**src/rtl/seg_pkg.sv**
```systemverilog
// Shared definitions for the seven-segment display blanking path.
// Mode encodings and digit index sizing are also used by the anode driver.
package seg_pkg;

  localparam int NUM_DIGITS  = 8;
  localparam int DIGIT_IDX_W = 3;

  localparam logic [1:0] MODE_UP   = 2'b00;
  localparam logic [1:0] MODE_DN   = 2'b01;
  localparam logic [1:0] MODE_PP   = 2'b10;
  localparam logic [1:0] MODE_HOLD = 2'b11;

endpackage

```
**src/rtl/btn_debounce.sv**
```systemverilog
// Pushbutton conditioner: 2-flop synchronizer, level debounce, and a
// registered one-cycle pulse on each accepted press (release is silent).
module btn_debounce #(
  parameter int DEB_CYC = 1_000_000
) (
  input  logic clk,
  input  logic srst,
  input  logic btn_raw,
  output logic press
);

  localparam int CW = (DEB_CYC > 2) ? $clog2(DEB_CYC) : 1;

  logic          sync1_reg;
  logic          sync2_reg;
  logic          deb_reg;
  logic          deb_prev_reg;
  logic          press_reg;
  logic [CW-1:0] cnt_reg;

  always_ff @(posedge clk) begin
    if (srst) begin
      sync1_reg    <= 1'b0;
      sync2_reg    <= 1'b0;
      deb_reg      <= 1'b0;
      deb_prev_reg <= 1'b0;
      press_reg    <= 1'b0;
      cnt_reg      <= '0;
    end else begin
      sync1_reg    <= btn_raw;
      sync2_reg    <= sync1_reg;
      deb_prev_reg <= deb_reg;
      press_reg    <= deb_reg & ~deb_prev_reg;
      // Any return to the debounced level restarts the stability window.
      if (sync2_reg != deb_reg) begin
        if (cnt_reg == CW'(DEB_CYC - 1)) begin
          deb_reg <= sync2_reg;
          cnt_reg <= '0;
        end else begin
          cnt_reg <= cnt_reg + CW'(1);
        end
      end else begin
        cnt_reg <= '0;
      end
    end
  end

  assign press = press_reg;

endmodule

```
**src/rtl/seg_blank_sequencer.sv**
```systemverilog
// Selects which of the display digits is blanked; advances on a prescaled
// tick or a debounced button press using rotate/ping-pong/hold patterns.
module seg_blank_sequencer
  import seg_pkg::*;
#(
  parameter int TICK_DIV = 50_000_000,
  parameter int DEB_CYC  = 1_000_000
) (
  input  logic                   CLK,
  input  logic                   RST,
  input  logic                   RUN,
  input  logic [1:0]             MODE,
  input  logic                   BTN_STEP,
  output logic [DIGIT_IDX_W-1:0] currentState,
  output logic                   STEP,
  output logic                   PP_DIR
);

  localparam int PW = (TICK_DIV > 2) ? $clog2(TICK_DIV) : 1;
  localparam logic [DIGIT_IDX_W-1:0] MAX_IDX = DIGIT_IDX_W'(NUM_DIGITS - 1);
  localparam logic [DIGIT_IDX_W-1:0] ONE     = DIGIT_IDX_W'(1);

  logic [PW-1:0]          presc_reg;
  logic                   tick;
  logic                   press;
  logic                   adv;
  logic [DIGIT_IDX_W-1:0] state_reg, state_next;
  logic                   dir_reg, dir_next;
  logic                   step_reg, step_next;

  btn_debounce #(.DEB_CYC(DEB_CYC)) u_btn (
    .clk     (CLK),
    .srst    (RST),
    .btn_raw (BTN_STEP),
    .press   (press)
  );

  assign tick = RUN && (presc_reg == PW'(TICK_DIV - 1));
  assign adv  = tick | press;

  always_ff @(posedge CLK) begin
    if (RST) begin
      presc_reg <= '0;
    end else if (RUN) begin
      presc_reg <= tick ? '0 : presc_reg + PW'(1);
    end
  end

  always_comb begin
    state_next = state_reg;
    dir_next   = dir_reg;
    step_next  = 1'b0;
    if (adv) begin
      case (MODE)
        MODE_UP: begin
          state_next = state_reg + ONE;
          step_next  = 1'b1;
        end
        MODE_DN: begin
          state_next = state_reg - ONE;
          step_next  = 1'b1;
        end
        MODE_PP: begin
          step_next = 1'b1;
          // Bounce at the ends so neither end digit is shown twice in a row.
          if (!dir_reg) begin
            if (state_reg == MAX_IDX) begin
              dir_next   = 1'b1;
              state_next = state_reg - ONE;
            end else begin
              state_next = state_reg + ONE;
            end
          end else begin
            if (state_reg == '0) begin
              dir_next   = 1'b0;
              state_next = ONE;
            end else begin
              state_next = state_reg - ONE;
            end
          end
        end
        default: begin
          state_next = state_reg;
        end
      endcase
    end
  end

  always_ff @(posedge CLK) begin
    if (RST) begin
      state_reg <= '0;
      dir_reg   <= 1'b0;
      step_reg  <= 1'b0;
    end else begin
      state_reg <= state_next;
      dir_reg   <= dir_next;
      step_reg  <= step_next;
    end
  end

  assign currentState = state_reg;
  assign STEP         = step_reg;
  assign PP_DIR       = dir_reg;

endmodule

```
**config.mk**
```make
export PLATFORM = sky130hd
export DESIGN_NAME = seg_blank_sequencer
export DESIGN_NICKNAME = d
export VERILOG_FILES = /design/src/rtl/seg_pkg.sv /design/src/rtl/btn_debounce.sv /design/src/rtl/seg_blank_sequencer.sv
export SDC_FILE = /design/constraint.sdc
export NUM_CORES = 1
export LEC_CHECK = 0
export BUFFER_PORTS_ARGS = -buffer_cell sky130_fd_sc_hd__buf_2
export CORE_MARGIN = 5
export CORE_UTILIZATION = 36
export DETAILED_ROUTE_END_ITERATION = 16
export PLACE_DENSITY = 0.6
export SETUP_SLACK_MARGIN = 0.05
export SLEW_MARGIN = 20
export SYNTH_ARGS = -nofsm -noshare
export SYNTH_HDL_FRONTEND = slang
export SYNTH_SLANG_ARGS = --single-unit
```
**constraint.sdc**
```tcl
create_clock -name CLK -period 4.7 [get_ports CLK]
set_input_delay 0.94 -clock CLK [delete_from_list [all_inputs] [get_ports CLK]]
set_output_delay 0.94 -clock CLK [all_outputs]
set_load 0.01 [all_outputs]
```
==> results of run 1 <==
[cell usage in the layout, fill, tap and decap left out, types with 2 or more instances in the layout]
| master | instances |
|---|---|
| nand3_1 | 12 |
| and4_1 | 4 |
| and3_1 | 8 |
| nor2_1 | 59 |
| or4_1 | 2 |
| xnor2_1 | 21 |
| dfxtp_1 | 56 |
| o21ai_0 | 2 |
| nor3_1 | 5 |
| clkinv_4 | 2 |
| and2_1 | 2 |
| ha_1 | 9 |
| inv_1 | 13 |
| buf_2 | 10 |
| xor2_1 | 22 |
| nor4_1 | 7 |
| nand2b_1 | 4 |
| nand2_1 | 18 |
| mux2i_1 | 3 |
| clkbuf_8 | 5 |
| a21oi_1 | 9 |
| or3_1 | 2 |
| or3b_2 | 2 |
| or2_1 | 2 |
| nand4_1 | 16 |
| nor2b_1 | 8 |
| nor4b_1 | 3 |
[metal layers]
metal	routed length (um)	track usage, %	part of all wire (%)	up-vias
met5	0	0	0	-
met3	113	1.94	2.3	5
met1	2700	15.7	54	938
met2	2120	16.1	42	23
met4	78	4.58	1.6	0
li1	-	-	-	1095
[area by class of cell]
| type | instances | share of cell area [%] |
|---|---|---|
| multi-input cells | 238 | 51.4 |
| flip-flops and latches | 56 | 37.8 |
| well taps | 102 | 4.30 |
| clock buffers | 5 | 2.32 |
| repair buffers | 10 | 1.69 |
| inverters | 13 | 1.64 |
| clock inverters | 3 | 0.886 |
[how the worst min path moves through the flow]
stage	from	endpoint	slack, ns	depth (start not counted)
6_report	u_btn.deb_prev_reg$_SDFF_PP0_	u_btn.press$_SDFF_PP0_	0.40	1
5_1_grt	u_btn.deb_prev_reg$_SDFF_PP0_	u_btn.press$_SDFF_PP0_	0.41	1
4_1_cts	u_btn.deb_prev_reg$_SDFF_PP0_	u_btn.press$_SDFF_PP0_	0.40	1
3_5_place_dp	u_btn.deb_prev_reg$_SDFF_PP0_	u_btn.press$_SDFF_PP0_	0.38	1
3_3_place_gp	u_btn.deb_prev_reg$_SDFF_PP0_	u_btn.press$_SDFF_PP0_	0.37	1
2_1_floorplan	u_btn.deb_prev_reg$_SDFF_PP0_	u_btn.press$_SDFF_PP0_	0.37	1
[where the power goes]
group          switching [uW]  total [uW]  leakage, uW  internal (uW)
registers                1.68         478     0.000452            477
logic                    15.2        24.3     0.000552           9.12
clock network             166         275    0.0000487            109
total                     183         778      0.00105            595
[logic make-up after synthesis]
group / share of synthesized area (%)
adders and majority gates: 4.08
DFF: 40.6
xor gates and xnor gates: 13.7
buffers and inverters: 4.13
muxes: 1.09
AOI/OAI and AO/OA: 4.58
and+or+nand+nor: 31.8
[worst max-delay path: cells and delay by family]
kind	cells	cell delay, ns
simple gates	5	1.64
buf+inv	1	0.14
[through the flow]
stage	instance area, um^2	instances	utilization, %
2_1_floorplan	2760	316	-
3_3_place_gp	2870	419	37.7
3_5_place_dp	2870	419	37.7
4_1_cts	2970	427	39.0
5_1_grt	2970	427	39.0
6_report	2970	427	39.0
==> results.tsv, run 1 <==
metric	value	unit
Slew Viols, Final	0	
number of global-route vias before repair	1911	
Initial Util	36.3	%
final hold vios	0	
via count	2061	
worst path arrival time	2.72	ns
Yosys reg bits	56	
status	complete, no violations	
CP endpoint	presc_reg[21]$_SDFFE_PP0P_	
Area contributors post-synth	dfxtp_1, nor2_1, xor2_1, xnor2_1, ha_1	
Post-synth ARST share	0	%
Critical Path Start	RUN	
port buffer count	10	
kind of launch point of the worst setup path	input port	
cell mode on critical path	or2_1	
Final WS setup	2.15	ns
ys flop type	dfxtp_1	
Residual DRC	0	
Worst-Margin Slew	0.934	ns
# hold bufs at CTS	0	
final RePlAce weighted congestion	0.827	
Layout area overhead	7.53	%
Crit Path Category	input port to register	
ant diodes	0	
final wirelength	5.01	mm
average routed wire per standard cell	11.7	um
CTS buffer count	5	
number of synthesized flops with an enable pin	0	
post-synth net total	331	
core area	7610	um^2
sequential share of the synthesized area	40.6	%
setup bufs post-CTS	0	
critical path, cell by cell	buf_2, nand3_2, or2_1, nor4_4, or2_1, nor2_1	
sequential standard cell area	1120	um^2
syn avg cell area	8.73	um^2
first-pass GRT wire length	8.83	mm
Register-to-Register Path Depth	6	
IO Pins	11	
Multi-input gate area	1520	um^2
Max Cap Viol	0	
setup TNS	0	ns
share of layout cells above drive strength 1	8.00	%
clk buf depth	2	
cells after synthesis	316	
Syn Std Cell Area	2760	um^2
post-route ant nets	0	
CTS tree	yes	
Placement Setup Slack	1.77	ns
CP Max Fanout	24	
row count	32	
R2R setup slack	2.33	ns
Crit path required time	4.87	ns
DRT Pass-1 Iters	4	
clk_skew	0.0140	ns
period utilization	54.2	%
Distinct cells, synth	47	
clk_lat worst skew	0.32	ns
Critical Path Max Stage Delay	0.72	ns
root buffer cell	clkbuf_8	
cell taking the most area after synthesis	dfxtp_1	
CTS clk-pin slew, worst paths	0.10	ns
H-tree levels	2	
Syn. warnings	0	
max FFs per register	26	
Yosys top cell area share	40.6	%
GRT overflow	0	
all-layer global routing usage	11.0	%
count leader, synth	nor2_1	
slew margin rel.	36.8	%
Die Y	97.5	um
Worst Hold Margin	0.397	ns
die extent in x	97.5	um
PwrDens	262	nW/um^2
post-DR vias/cell	4.83	
pin count of the biggest net entering global routing	25	
full die area	9510	um^2
fin crit period	2.55	ns
post-CTS resize count	0	
final setup violating endpoints	0	
worst r2r dst	presc_reg[21]$_SDFFE_PP0P_	
critical path's slowest cell	or2_1	
Iter 0 DRT Violations	76	
type of the tightest min-delay check	register to register	
FF-to-FF Start	presc_reg[0]$_SDFFE_PP0P_	
HPWL after DPL	3.58	mm
Max VDD drop	0.000152	V
Pwr Total	778	uW
nets	339	
fillers	788	
Clock Sinks	56	
initial antenna violation count	0	
RSZ-0062 raised after global routing	false	
Max Clk Rate	0.392	GHz
CP endpoint kind	register	
Leakage	0.00105	uW
commonest cells in the netlist	nor2_1, dfxtp_1, xor2_1	
(Power assumes the default switching activity.)
==> run 2, diff against run 1 <==
--- a/config.mk
+++ b/config.mk
@@ -5,6 +5,7 @@
 export SDC_FILE = /design/constraint.sdc
 export NUM_CORES = 1
 export LEC_CHECK = 0
+export ABC_AREA = 1
 export BUFFER_PORTS_ARGS = -buffer_cell sky130_fd_sc_hd__buf_2
 export CORE_MARGIN = 5
 export CORE_UTILIZATION = 36
==> constraint.sdc (replaced) <==
create_clock -name CLK -period 2.5 [get_ports CLK]
set_input_delay 0.5 -clock CLK [delete_from_list [all_inputs] [get_ports CLK]]
set_output_delay 0.5 -clock CLK [all_outputs]
set_load 0.01 [all_outputs]
==> run 2 against run 1 <==
  * Clock skew is 0.0014 ns higher
  * Clock power is 90% higher
  * Global-route usage is 1.9 points higher
  * Area after synthesis is 9.8% higher
  * Worst setup slack worse by 1.3 ns
  * Critical endpoint is now presc_reg[12]$_SDFFE_PP0P_
  * Critical path depth is 4 higher
  * Highest routed layer unchanged
  * Synthesized cell count is 44% higher
  * Routed wire length is 23% higher
  * Combinational power is 130% higher
  * Largest cell class unchanged
==> results.tsv, run 2 <==
metric	value	unit	change
Crit Path Category	register to register		was input port to register
Yosys top cell area share	37.0	%	was 40.6%
Worst-Margin Slew	0.375	ns	was 0.934 ns
Clk pwr share	35.3	%	was 35.4%
fin crit period	1.68	ns	
post-synth net total	471		was 331
pin count of the biggest net entering global routing	20		was 25
initial antenna violation count	0		unchanged
die extent in x	102	um	was 97.5 um
Switching Fraction	22.8	%	was 23.5%
# hold bufs at CTS	0		unchanged
final wirelength	6.14	mm	was 5.01 mm
kind of launch point of the worst setup path	register		was input port
Crit path required time	2.72	ns	was 4.87 ns
average routed wire per standard cell	10.7	um	was 11.7 um
nets	484		was 339
setup bufs post-CTS	0		unchanged
most common cell after layout, fill and taps aside	nand2_1		was nor2_1
cells after synthesis	456		was 316
full die area	10400	um^2	was 9510 um^2
CTS clk-pin slew, worst paths	0.11	ns	was 0.10 ns
Hold Crit Start	u_btn.deb_prev_reg$_SDFF_PP0_		unchanged
Clock Sinks	56		unchanged
clk_lat worst skew	0.31	ns	was 0.32 ns
Net Switching	337	uW	was 183 uW
critical path's slowest cell	dfxtp_1		was or2_1
final setup violating endpoints	0		unchanged
Distinct cells, synth	33		was 47
Iter 0 DRT Violations	104		was 76
core area	8220	um^2	was 7610 um^2
GRT overflow	0		unchanged
cell family with most CP delay	simple AND/OR/NAND/NOR gates		unchanged
Critical Path Start	presc_reg[0]$_SDFFE_PP0P_		was RUN
Hold Path Stages	1		unchanged
H-tree levels	2		unchanged
fillers	887		was 788
post-route ant nets	0		unchanged
setup TNS	0	ns	unchanged
Max Cap Viol	0		unchanged
Flop pwr share	60.9	%	was 61.5%
Syn Std Cell Area	3030	um^2	was 2760 um^2
Max Clk Rate	0.594	GHz	
count leader, synth	nand2_1		was nor2_1
IO Pins	11		unchanged
RSZ-0062 raised after global routing	false		unchanged
Multi-input gate area	1620	um^2	was 1520 um^2
max FFs per register	26		unchanged
number of synthesized flops with an enable pin	0		unchanged
clk_skew	0.0154	ns	was 0.0140 ns
period utilization	67.4	%	
clk buf depth	2		unchanged
root buffer cell	clkbuf_8		unchanged
CP Max Fanout	14		was 24
status	complete, no violations		unchanged
post-DR vias/cell	4.72		was 4.83
worst path arrival time	1.90	ns	was 2.72 ns
final RePlAce weighted congestion	0.915		was 0.827
PwrDens	451	nW/um^2	was 262 nW/um^2
type of the tightest min-delay check	register to register		unchanged
row count	33		was 32
Die Y	102	um	was 97.5 um
Area contributors post-synth	dfxtp_1, nand2_1, nor2_1, inv_1, nand3_1		was dfxtp_1, nor2_1, xor2_1, xnor2_1, ha_1
HPWL after DPL	4.76	mm	was 3.58 mm
Register-to-Register Path Depth	10		was 6
most frequent cells in the layout	nand2_1, nor2_1, inv_1		was nor2_1, dfxtp_1, xor2_1
via count	2716		was 2061
sequential standard cell area	1120	um^2	unchanged
Initial Util	36.9	%	was 36.3%
Pwr Total	1480	uW	was 778 uW
CTS buffer count	5		unchanged
critical path, cell by cell	ha_1, nand2_1, nor2_4, nand2_2, nor2_1, nand2_1, nand2_4, inv_2, o21ai_0, nor2_1		was buf_2, nand3_2, or2_1, nor4_4, or2_1, nor2_1
sequential share of the synthesized area	37.0	%	was 40.6%
Syn. warnings	0		unchanged
DRT Pass-1 Iters	4		unchanged
FF-to-FF Start	presc_reg[0]$_SDFFE_PP0P_		unchanged
cell taking the most area after synthesis	dfxtp_1		unchanged
Logic pwr share	3.8	%	was 3.1%
Critical Path Max Stage Delay	0.39	ns	was 0.72 ns
number of global-route vias before repair	2545		was 1911
Yosys reg bits	56		unchanged
Residual DRC	0		unchanged
ys flop type	dfxtp_1		unchanged
Max VDD drop	0.000186	V	was 0.000152 V
CTS tree	yes		unchanged
port buffer count	10		unchanged
internal power	1140	uW	was 595 uW
Layout area overhead	8.09	%	was 7.53%
syn avg cell area	6.65	um^2	was 8.73 um^2
CP bufs+invs	1		unchanged
CP endpoint kind	register		unchanged
final hold vios	0		unchanged
post-CTS resize count	0		unchanged
slew margin rel.	74.8	%	was 36.8%
Post-synth ARST share	0	%	unchanged
all-layer global routing usage	12.9	%	was 11.0%
Slew Viols, Final	0		unchanged
share of layout cells above drive strength 1	10.0	%	was 8.00%
Leakage	0.00133	uW	was 0.00105 uW
ant diodes	0		unchanged
commonest cells in the netlist	nand2_1, nor2_1, inv_1		was nor2_1, dfxtp_1, xor2_1
CP Depth	10		was 6
first-pass GRT wire length	11.0	mm	was 8.83 mm
run 2: cell types whose count changed after synthesis, moves of 9 or more:
cell / delta
nand2_1: +83
inv_1: +51
nand3_1: +21
nor2_1: +18
xor2_1: -18
xnor2_1: -17
a21oi_1: +16
nand2_2: +9
o21ai_0: +9
run 2: metrics by stage:
stage	hold slack (ns)	instance area [um^2]	cells	worst slack, ns	utilization (%)
2_1_floorplan	0.373	3030	456	1.00	-
3_3_place_gp	0.379	3180	567	0.692	38.7
3_5_place_dp	0.378	3180	567	0.626	38.7
4_1_cts	0.382	3280	575	0.813	39.9
5_1_grt	0.397	3280	575	0.618	39.9
6_report	0.389	3280	575	0.816	39.9
run 2: cells by family after synthesis:
group / share of synthesized area, %
flops: 37.0
fa+ha+maj: 3.72
xor+xnor: 2.31
simple gates: 39.7
compound gates: 7.76
buf+inv: 9.54
run 2: cell type report:
class / instances / share of cell area, %
Sequential cell: 56 / 34.2
Timing Repair Buffer: 10 / 1.53
Tap cell: 105 / 4.01
Clock buffer: 7 / 2.64
Clock inverter: 1 / 0.229
Inverter: 69 / 7.91
Multi-Input combinational cell: 327 / 49.5
run 2: path summary, 6_finish.rpt:
| kind | to | slack [ns] |
|---|---|---|
| max | presc_reg[12]$_SDFFE_PP0P_ | 0.82 |
| min | u_btn.press$_SDFF_PP0_ | 0.39 |
| max reg2reg | presc_reg[12]$_SDFFE_PP0P_ | 0.82 |
| min reg2reg | u_btn.press$_SDFF_PP0_ | 0.39 |
run 2: metal layers:
metal | GRT usage [%] | vias up | wire (um)
met2 | 20.8 | 43 | 2770
met5 | 0 | - | 0
met1 | 17.1 | 1195 | 3040
li1 | - | 1472 | -
met4 | 3.78 | 0 | 63
met3 | 3.03 | 6 | 267
run 2: power by group through the flow:
stage          combinational [uW]  clock [uW]  sequential [uW]
3_5_place_dp                 56.7           0              921
5_1_grt                      65.6         579              901
6_report                     56.4         522              900
4_1_cts                      56.8         546              900
3_3_place_gp                 55.8           0              920
2_1_floorplan                44.1           0              920
run 2: worst register-to-register path: stages, from the launching register on:
cell and delay, ns:
dfxtp_1 0.39, ha_1 0.18, nand2_1 0.10, nor2_4 0.15, nand2_2 0.09, nor2_1 0.12
nand2_1 0.12, nand2_4 0.13, inv_2 0.14, o21ai_0 0.11, nor2_1 0.06
